**config.mk**
```make
export PLATFORM = sky130hd
export DESIGN_NAME = operand_fwd_ctrl
export DESIGN_NICKNAME = d
export VERILOG_FILES = /design/src/rtl/bulbul_pkg.sv /design/src/rtl/operand_fwd_ctrl_fwd_match.sv /design/src/rtl/operand_fwd_ctrl.sv
export SDC_FILE = /design/constraint.sdc
export NUM_CORES = 1
export LEC_CHECK = 0
export ABC_AREA = 1
export ABC_CLOCK_PERIOD_IN_PS = 1530
export CAP_MARGIN = 20
export CORE_MARGIN = 3
export CORE_UTILIZATION = 50
export CTS_CLUSTER_SIZE = 28
export DETAILED_ROUTE_END_ITERATION = 10
export PLACE_DENSITY = 0.81
export SLEW_MARGIN = 15
export SYNTH_ARGS = -nofsm -noshare
export SYNTH_HDL_FRONTEND = slang
export SYNTH_HIERARCHICAL = 1
export SYNTH_SLANG_ARGS = --single-unit
```
**constraint.sdc**
```tcl
create_clock -name clk -period 1.53 [get_ports clk]
set_input_delay 0.306 -clock clk [delete_from_list [all_inputs] [get_ports clk]]
set_output_delay 0.306 -clock clk [all_outputs]
set_load 0.02 [all_outputs]
```
**src/rtl/bulbul_pkg.sv**
```systemverilog
// Shared types for the bulbul core pipeline: forwarding selects and the
// per-stage shadow slot used by the operand forwarding controller.
package bulbul_pkg;

    // Register-file address width, shared with the register file.
    localparam int REG_ADDR_W = 5;

    // EX operand source select.
    typedef enum logic [1:0] {
        FWD_RF  = 2'b00,
        FWD_MEM = 2'b01,
        FWD_WB  = 2'b10
    } fwd_sel_t;

    // Shadow of one in-flight instruction (EX, MEM or WB).
    typedef struct packed {
        logic                  valid;
        logic [REG_ADDR_W-1:0] rd;
        logic                  reg_write;
        logic                  is_load;
        logic                  use_rs1;
        logic                  use_rs2;
        logic [REG_ADDR_W-1:0] rs1;
        logic [REG_ADDR_W-1:0] rs2;
    } pipe_slot_t;

    // Empty slot; a bubble is simply a slot with valid cleared.
    localparam pipe_slot_t SLOT_EMPTY = '0;

    // True when the slot produces a forwardable result for register rs.
    function automatic logic slot_forwards(input pipe_slot_t s,
                                           input logic [REG_ADDR_W-1:0] rs);
        return s.valid && s.reg_write && (s.rd != '0) && (s.rd == rs);
    endfunction

endpackage

```
**src/rtl/operand_fwd_ctrl_fwd_match.sv**
```systemverilog
// Single producer/consumer match: does this slot supply the operand read
// through rs (only when the operand actually comes from a register)?
module fwd_match
    import bulbul_pkg::*;
(
    input  pipe_slot_t            i_slot,
    input  logic [REG_ADDR_W-1:0] i_rs,
    input  logic                  i_use,
    output logic                  o_hit
);

    // Only the producer-side fields matter for a match.
    logic w_unused;
    assign w_unused = ^{i_slot.is_load, i_slot.use_rs1, i_slot.use_rs2,
                        i_slot.rs1, i_slot.rs2};

    // Hit when the operand is register-sourced and the slot forwards it.
    always_comb begin
        o_hit = i_use && slot_forwards(i_slot, i_rs);
    end

endmodule

```
**src/rtl/operand_fwd_ctrl.sv**
```systemverilog
// EX-stage operand forwarding and load-use hazard controller.
// Shadows the EX/MEM/WB destination registers, produces forwarding selects
// for the instruction in EX, and stalls decode one cycle on a load-use hazard.
module operand_fwd_ctrl #(
    parameter int REG_ADDR_W = 5,
    parameter int CNT_W      = 16
) (
    input  logic                  clk,
    input  logic                  rst,
    input  logic                  id_valid_i,
    input  logic [REG_ADDR_W-1:0] id_rs1_i,
    input  logic [REG_ADDR_W-1:0] id_rs2_i,
    input  logic                  id_use_rs1_i,
    input  logic                  id_use_rs2_i,
    input  logic [REG_ADDR_W-1:0] id_rd_i,
    input  logic                  id_reg_write_i,
    input  logic                  id_is_load_i,
    input  logic                  hold_i,
    input  logic                  flush_i,
    output logic                  id_ready_o,
    output logic                  stall_o,
    output logic                  ex_valid_o,
    output logic [1:0]            ex_fwd_a_o,
    output logic [1:0]            ex_fwd_b_o,
    output logic [CNT_W-1:0]      stall_count_o
);

    import bulbul_pkg::*;

    pipe_slot_t       r_ex;
    pipe_slot_t       r_mem;
    pipe_slot_t       r_wb;
    logic [CNT_W-1:0] r_stall_cnt;

    pipe_slot_t w_id_slot;
    logic       w_lu;
    logic       w_stall;
    logic       w_ready;
    logic       w_mem_hit_a;
    logic       w_mem_hit_b;
    logic       w_wb_hit_a;
    logic       w_wb_hit_b;
    fwd_sel_t   w_fwd_a;
    fwd_sel_t   w_fwd_b;

    // Pack the decode fields into the slot format that enters EX.
    always_comb begin
        w_id_slot           = SLOT_EMPTY;
        w_id_slot.valid     = 1'b1;
        w_id_slot.rd        = id_rd_i;
        w_id_slot.reg_write = id_reg_write_i;
        w_id_slot.is_load   = id_is_load_i;
        w_id_slot.use_rs1   = id_use_rs1_i;
        w_id_slot.use_rs2   = id_use_rs2_i;
        w_id_slot.rs1       = id_rs1_i;
        w_id_slot.rs2       = id_rs2_i;
    end

    // Load-use detection and decode handshake; all forced quiet in reset.
    always_comb begin
        w_lu = id_valid_i && r_ex.is_load &&
               ((id_use_rs1_i && slot_forwards(r_ex, id_rs1_i)) ||
                (id_use_rs2_i && slot_forwards(r_ex, id_rs2_i)));
        w_stall = !rst && (hold_i || (w_lu && !flush_i));
        w_ready = id_valid_i && !w_stall && !flush_i && !rst;
    end

    assign stall_o    = w_stall;
    assign id_ready_o = w_ready;

    fwd_match u_mem_a (.i_slot(r_mem), .i_rs(r_ex.rs1), .i_use(r_ex.use_rs1), .o_hit(w_mem_hit_a));
    fwd_match u_mem_b (.i_slot(r_mem), .i_rs(r_ex.rs2), .i_use(r_ex.use_rs2), .o_hit(w_mem_hit_b));
    fwd_match u_wb_a  (.i_slot(r_wb),  .i_rs(r_ex.rs1), .i_use(r_ex.use_rs1), .o_hit(w_wb_hit_a));
    fwd_match u_wb_b  (.i_slot(r_wb),  .i_rs(r_ex.rs2), .i_use(r_ex.use_rs2), .o_hit(w_wb_hit_b));

    // Operand source selection; MEM (youngest) wins, a load in MEM never forwards.
    always_comb begin
        w_fwd_a = FWD_RF;
        w_fwd_b = FWD_RF;
        if (r_ex.valid && !rst) begin
            if (w_mem_hit_a && !r_mem.is_load) begin
                w_fwd_a = FWD_MEM;
            end else if (w_wb_hit_a) begin
                w_fwd_a = FWD_WB;
            end
            if (w_mem_hit_b && !r_mem.is_load) begin
                w_fwd_b = FWD_MEM;
            end else if (w_wb_hit_b) begin
                w_fwd_b = FWD_WB;
            end
        end
    end

    assign ex_fwd_a_o    = w_fwd_a;
    assign ex_fwd_b_o    = w_fwd_b;
    assign ex_valid_o    = r_ex.valid && !rst;
    assign stall_count_o = r_stall_cnt;

    // Slot shift register: freeze on hold, otherwise advance one stage.
    always_ff @(posedge clk) begin
        if (rst) begin
            r_ex  <= SLOT_EMPTY;
            r_mem <= SLOT_EMPTY;
            r_wb  <= SLOT_EMPTY;
        end else if (!hold_i) begin
            r_wb  <= r_mem;
            r_mem <= r_ex;
            r_ex  <= w_ready ? w_id_slot : SLOT_EMPTY;
        end
    end

    // Saturating count of cycles lost to load-use stalls.
    always_ff @(posedge clk) begin
        if (rst) begin
            r_stall_cnt <= '0;
        end else if (w_lu && !hold_i && !flush_i && (r_stall_cnt != '1)) begin
            r_stall_cnt <= r_stall_cnt + 1'b1;
        end
    end

endmodule
```
======== Word level (Yosys, flattened, before mapping) ========
Cells that the tools add are included.
storage, ports and cells
  register bits after elaboration ......... 51
  bits in latches ......................... 0
  RAM bits ................................ 0
  bits in read-only memories .............. 0
  bits of input ports ..................... 24
  output and inout bits ................... 23
  logic and storage cells ................. 72
  memories kept ........................... 0
operators by class
  $add $sub $neg .......................... 1
  $mul .................................... 0
  div/mod/pow operators ................... 0
  magnitude comparators ................... 0
  equality and inequality tests ........... 7
  shift-type cells ........................ 0
  muxes and demuxes ....................... 7
  bitwise logic cells ..................... 0
  reduce and logical (&&, ||, !) cells .... 41
operators by type and width
  operator                 number
  $logic_and A1 B1 Y1      31
  $eq A5 B5 Y1             6
  $mux W20                 1
  $add A16 B1 Y16 const B  1
  $ne A16 B16 Y1 const B   1
  $reduce_bool A5 Y1       3
  $mux W2                  6
  $logic_not A1 Y1         5
  $logic_or A1 B1 Y1       2

======== Logic depth before layout (Yosys ltp) ========
Gate-level depths: netlist of the first run.
  depth after elaboration ................. 14
  gate-level depth with buffers ........... 11

======== Modules after synthesis ========
Netlist of the first run, hierarchy kept.
by module, submodules not included
  module            instances  cells each  area each (µm²)  sequential area each (µm²)
  operand_fwd_ctrl  1          467         3,420.8          1,521.5
  fwd_match         4          30          117.6            0.0

======== Least setup slack after synthesis of the first run ========
Ideal clock, no wire load.
  path kind ............................... register -> output
  from .................................... reg r_ex[18] (netlist bit)
  to ...................................... out stall_o
  data arrival time ....................... 1.409 ns
  setup slack ............................. -0.185 ns
  cell stages (with the launch flop) ...... 10
  buffers on the path ..................... 1
  path through ............................ dfxtp_1 -> inv_1 -> nand2_1 -> nand2_1 -> nor2_2 -> nand3_2 -> nand2_4 -> nand2_4 -> buf_2 -> a21oi_1
on the way
  cells in the longest elaborated chain, start to end .. 9
ends and longest elaborated chain
  element                                        RTL line                                        text
  start: declaration                             operand_fwd_ctrl.sv:30                          pipe_slot_t r_ex;
  start signal: assignment                       operand_fwd_ctrl.sv:108                         r_ex <= w_ready ? w_id_slot : SLOT_EMPTY;
  $reduce_bool A5 Y1                             bulbul_pkg.sv:33                                return s.valid && s.reg_write && (s.rd != '0) && (s.rd == rs);
  $logic_and A1 B1 Y1 (2 in a row)               bulbul_pkg.sv:33
  $logic_and A1 B1 Y1, on equally long branches  operand_fwd_ctrl.sv:62, operand_fwd_ctrl.sv:63
  $logic_or A1 B1 Y1 *                           operand_fwd_ctrl.sv:62                          ((id_use_rs1_i && slot_forwards(r_ex, id_rs1_i)) ||
  $logic_and A1 B1 Y1 *                          operand_fwd_ctrl.sv:61                          w_lu = id_valid_i && r_ex.is_load &&
  $logic_and A1 B1 Y1 *                          operand_fwd_ctrl.sv:64                          w_stall = !rst && (hold_i || (w_lu && !flush_i));
  $logic_or A1 B1 Y1 *                           operand_fwd_ctrl.sv:64
  $logic_and A1 B1 Y1 *                          operand_fwd_ctrl.sv:64
  end: declaration                               operand_fwd_ctrl.sv:21                          output logic stall_o,
Every way passes the cells marked *; elsewhere a longest branch is shown, timed or not.

======== Worst setup path after layout of the first run ========
  from .................................... reg r_ex[14] (netlist bit)
  to ...................................... out stall_o
Same word-level chain as after synthesis.

==> results of run 1 <==
## layer usage
metal	vias to the layer above	track usage (%)	wire, um
met4	0	5.04	183
met5	-	0	0
li1	1698	-	-
met1	1588	32.2	4010
met2	181	37.0	4550
met3	21	3.43	789
## area by class of cell
cell class / instances / area (um^2) / share of cell area, %
Clock inverter: 2 / 13.8 / 0.321
Tap cell: 72 / 90.1 / 2.10
Multi-Input combinational cell: 349 / 1850 / 43.3
Inverter: 61 / 229 / 5.35
Timing Repair Buffer: 100 / 907 / 21.2
Sequential cell: 51 / 1090 / 25.6
Clock buffer: 6 / 93.8 / 2.19
## path summary, 6_finish.rpt
kind              cells after the start        to  slack [ns]
hold reg to reg                       2  r_wb[15]        0.48
setup / recovery                      9   stall_o       -0.32
hold / removal                        3   r_ex[3]        0.45
setup reg to reg                     13  r_ex[10]       -0.26
## through the flow
stage	cell area (um^2)	TNS, ns	setup slack [ns]
floorplan	3120	-0.0947	-0.0243
global placement	3860	-19.62	-0.848
detailed placement	3860	-20.51	-0.852
CTS	4000	-2.53	-0.266
global route	4280	-8.86	-0.385
finish	4280	-6.28	-0.322
## worst reg2reg max path: cells and delay by family, from the launching register on
family / cells / cell delay, ns
flip-flops: 1 / 0.38
AO/OA/AOI/OAI: 1 / 0.09
AND/OR/NAND/NOR: 7 / 0.66
buffers and inverters: 5 / 0.53
## sequential cells by signal, summed over array words and instances (netlist names)
register	cells
stall_count_o	16
r_wb	7
r_ex	20
r_mem	8
## where the power goes
group          switching (mW)  internal (mW)  leakage (nW)  total [mW]
clock                   0.457          0.422        0.0563       0.879
sequential             0.0266           1.33         0.432        1.36
combinational           0.188          0.147          1.35       0.335
total                   0.672           1.90          1.83        2.57
## timing repair
action | in CTS | in global routing
pin swaps | 14 | 29
gates cloned | 0 | 4
setup buffers | 4 | 6
resized for setup | 93 | 56
endpoints found under the setup margin | 58 | 45
==> metrics.txt, run 1 <==
Lkg Pwr 1.83 nW; Worst Hold Launch id_rs2_i[3]; Sinks on Clock Net 51; post-synthesis instance total 488; fmax 540 MHz; CP Buf/Inv Count 2; DP Wirelength 5830 um; FILL cells 434; Remaining DRCs 0; htree depth 2; initial DRC count 244; largest net degree at the start of global routing 51; Root Driver clkbuf_8; CTS Hold Buffers Added 0; worst path cell trace inv_2 -> nand2_1 -> nand2_1 -> nor2_1 -> nand3_1 -> nand2_4 -> nand2_8 -> a21oi_4 -> buf_6; RD Place Congestion 0.920; clock skew 0.00931 ns; global-route wire length before repair 13400 um; Worst-path clk slew 0.10 ns; Rows 27; slowest cell delay on critical path 0.38 ns; CP Launch Type flip-flop; Syn. warnings 6; peak supply drop 412 uV; Post-Synthesis Cell Area 3080 um^2; Worst EP required 1.22 ns; Die H 84.5 um; Die W 84.5 um; failing checks setup timing; Vias/cell 5.44; hold_ws 0.448 ns; Final period util 121%; Worst Tran Pin Value 0.652 ns; total of max-cap violations 0; Placed Instances 619; initial antenna violation count 0; die area 7140 um^2; vias approximately 3500; final WL approximately 9500 um; Arr. time, crit path 1.55 ns; Buffers on Ports between 40 and 50; core footprint 5740 um^2; Num CTS Buffers 5; status finished with violations; Relative slew margins a little under three fifths; Pwr Density about 600 nW/um^2; vias in the first global route 2855; area grow syn2layout 39.1%; final net count between 500 and 600; R2R Path Start r_ex[14]; slowest CP cell dfxtp_4; drt first pass iters 5; Post-Layout Cell Count approximately 640; Slew Limit Fails 0; Final Worst Setup Slack -0.322 ns; Max clock buf depth 2; aggregate global routing overflow 0; worst skew pair latency 0.31 ns; Top Ports 47; most frequent cells in the layout 145 x nand2_1, 54 x nor2_1, 46 x buf_4, 44 x inv_1, 28 x dlygate4sd2_1; crit path launch r_ex[14]; worst hold path type input pin to flip-flop; gr usage total around 23%; initial core utilization 53.6%; min cycle time layout around 1.9 ns; final hold vios 0; crit-path most repeated cell nand2_1; Crit Path Max Fanout 4; share of layout cells above drive strength 1 30.8%; RSZ-0062 raised after global routing yes; final setup violation count 40; CTS tree done; commonest non-fill, non-tap cell in the layout nand2_1; dominant delay contributor by cell family on the critical path simple AND/OR/NAND/NOR gates; Antenna Violating Nets Remaining 0; CP Capture Type output port; final design utilization 74.6%; average size of a mapped cell approximately 6.3 um^2; Setup CP Type flip-flop to output port; total power 2.57 mW; Post-Syn Nets 513; Antenna Cells 0; wire length per cell 14.9 um
No activity file was read; power rests on OpenSTA's default activity.
==> run 2, diff against run 1 <==
--- a/config.mk
+++ b/config.mk
@@ -7,12 +7,13 @@
 export LEC_CHECK = 0
 export ABC_AREA = 1
 export ABC_CLOCK_PERIOD_IN_PS = 1530
-export CAP_MARGIN = 20
 export CORE_MARGIN = 3
 export CORE_UTILIZATION = 50
+export CTS_BUF_LIST = sky130_fd_sc_hd__clkbuf_8 sky130_fd_sc_hd__clkbuf_16
 export CTS_CLUSTER_SIZE = 28
 export DETAILED_ROUTE_END_ITERATION = 10
 export PLACE_DENSITY = 0.81
+export SKIP_CTS_REPAIR_TIMING = 1
 export SLEW_MARGIN = 15
 export SYNTH_ARGS = -nofsm -noshare
 export SYNTH_HDL_FRONTEND = slang
==> run 2 against run 1 <==
Net effect: the run still ends with setup timing left; clock-buffer cell count stayed put; die area unchanged; cell count decreased by 1.6%; design area down 2.5%; wire length decreased by 12%; combinational power shrank 2%; power is 0.19% lower; sequential power is essentially flat; worst hold slack lost 0.11 ns; clock skew down 0.0023 ns; global-route usage shrank 0.50 points; register-to-register slack improved by 0.13 ns; critical path type unchanged; largest power group unchanged.
==> metrics.txt, run 2 (synthesis gave the netlist of run 1 again) <==
status finished with violations (unchanged); failing checks setup timing (unchanged); Lkg Pwr 2.02 nW (was 1.83 nW); Num CTS Buffers 5 (unchanged); met1 wire length 3790 um (was 4010 um); most frequent cells in the layout 149 x nand2_1, 54 x nor2_1, 51 x inv_1, 45 x buf_4, 32 x a21oi_1 (was 145 x nand2_1, 54 x nor2_1, 46 x buf_4, 44 x inv_1, 28 x dlygate4sd2_1); Crit Path Max Fanout 4 (unchanged); dominant delay contributor by cell family on the critical path buffers and inverters (was simple AND/OR/NAND/NOR gates); fmax 544 MHz (was 540 MHz); reg2reg setup slack -0.13 ns (was -0.26 ns); initial DRC count 180 (was 244); share of layout cells above drive strength 1 26.5% (was 30.8%); Setup crit end stall_o (unchanged); global-route wire length before repair 13100 um (was 13400 um); Antenna Violating Nets Remaining 0 (unchanged); vias 3290 (was 3488); Post-Layout Cell Count 631 (was 641); area grow syn2layout 35.6% (was 39.1%); initial core utilization 53.6% (unchanged); gr usage total 22.3% (was 22.8%); largest net degree at the start of global routing 51 (unchanged); Die W 84.5 um (unchanged); Vias/cell 5.21 (was 5.44); vias in the first global route 2836 (was 2855); CTS tree done (unchanged); clock skew 0.00700 ns (was 0.00931 ns); final WL 8390 um (was 9530 um); aggregate global routing overflow 0 (unchanged); RD Place Congestion 0.920 (unchanged); CP Capture Type output port (unchanged); wire length per cell 13.3 um (was 14.9 um); htree depth 2 (unchanged); drt first pass iters 5 (unchanged); number of cells on the critical path 8 (was 9); Worst EP required 1.22 ns (about the same); Worst Tran Pin Value 0.606 ns (was 0.652 ns); RSZ-0062 raised after global routing yes (unchanged); core footprint 5740 um^2 (unchanged); Pwr Density 615 nW/um^2 (was 600 nW/um^2); Relative slew margins 59.6% (was 56.5%); highest routed metal layer met4 (unchanged); total of max-cap violations 0 (unchanged); Placed Instances 619 (unchanged); max reg flops 20 (unchanged); CP Launch Type flip-flop (unchanged); Top Ports 47 (unchanged); CP Buf/Inv Count 4 (was 2); worst hold path type input pin to flip-flop (unchanged); initial antenna violation count 0 (unchanged); final net count 583 (was 593); Die H 84.5 um (unchanged); worst path cell trace inv_2 -> buf_4 -> nand4_1 -> nand3_1 -> inv_1 -> nand2_4 -> a21oi_4 -> buf_6 (was inv_2 -> nand2_1 -> nand2_1 -> nor2_1 -> nand3_1 -> nand2_4 -> nand2_8 -> a21oi_4 -> buf_6); final hold vios 0 (unchanged); Final period util 120% (was 121%); Rows 27 (unchanged); dpl cell area 3860 um^2 (unchanged); Final Worst Setup Slack -0.308 ns (was -0.322 ns); slowest CP cell dfxtp_2 (was dfxtp_4); Slew Limit Fails 0 (unchanged); R2R cell count 11 (was 13); Max clock buf depth 2 (unchanged); Final Cell Area 4180 um^2 (was 4280 um^2); pre-CTS setup slack -0.852 ns (unchanged); commonest non-fill, non-tap cell in the layout nand2_1 (unchanged); final setup violation count 22 (was 40); Arr. time, crit path 1.53 ns (was 1.55 ns); R2R Path Start r_ex[15] (was r_ex[14]); hold_ws 0.335 ns (was 0.448 ns); Sinks on Clock Net 51 (unchanged); min cycle time layout 1.84 ns (was 1.85 ns); total power 2.57 mW (about the same); Reg with most FFs r_ex (unchanged); met3 WL 518 um (was 789 um); Worst-path clk slew 0.10 ns (about the same); routed wl met2 3980 um (was 4550 um); crit path launch r_ex[15] (was r_ex[14]); Root Driver clkbuf_8 (unchanged); slowest cell delay on critical path 0.37 ns (was 0.38 ns); peak supply drop 409 uV (was 412 uV); die area 7140 um^2 (unchanged); Buffers on Ports 46 (unchanged); worst skew pair latency 0.30 ns (was 0.31 ns); Antenna Cells 0 (unchanged); Setup CP Type flip-flop to output port (unchanged); DP Wirelength 5830 um (unchanged); RR Endpoint stall_count_o[4] (was r_ex[10]); Remaining DRCs 0 (unchanged)
==> run 2: cell count changes in the layout (fill, tap and decap cells not counted), sizes merged <==
cell / change
dlygate4sd2: -28
dlymetal6s2s: +28
buf: -8
clkbuf: -1
nand3: -1
==> run 2: worst min path at each step <==
stage                endpoint  cells past startpoint          from
floorplan           r_mem[13]                      2      r_ex[13]
global placement     r_wb[19]                      2      r_wb[19]
detailed placement   r_wb[19]                      2      r_wb[19]
CTS                  r_wb[19]                      2      r_wb[19]
global route         r_ex[10]                      3  id_use_rs2_i
finish                r_ex[3]                      3   id_rs2_i[3]
==> run 2: cell type report <==
type                            instances  area (um^2)
Multi-Input combinational cell        348         1770
Clock inverter                          2         13.8
Tap cell                               72         90.1
Clock buffer                            6         93.8
Sequential cell                        51         1090
Inverter                               61          234
Timing Repair Buffer                   91          883
Fill cell                             465         1570
==> run 2: tightest hold or removal path, delay by kind of cell <==
kind | cells | cell delay, ns
AOI/OAI and AO/OA | 1 | 0.06
buffers and inverters | 1 | 0.14
and+or+nand+nor | 1 | 0.10
==> run 2: per-layer routing <==
layer	GRT usage (%)	vias up
met2	35.9	108
met4	5.18	0
met3	3.43	11
met1	31.6	1504
li1	-	1667
met5	0	-
==> run 2: per-stage QoR <==
step,setup TNS (ns),util (%)
after global routing,-5.27,72.7
after CTS,-11.11,69.0
after global placement,-19.62,67.1
after floorplan,-0.0947,-
after detailed placement,-20.51,67.1
final,-3.19,72.7
==> run 2: power by group <==
group          total (mW)  internal [mW]  leakage [nW]  switching [mW]
clock               0.876          0.422        0.0563           0.454
sequential           1.36           1.34         0.431          0.0257
combinational       0.329          0.152          1.53           0.177
total                2.57           1.91          2.02           0.657
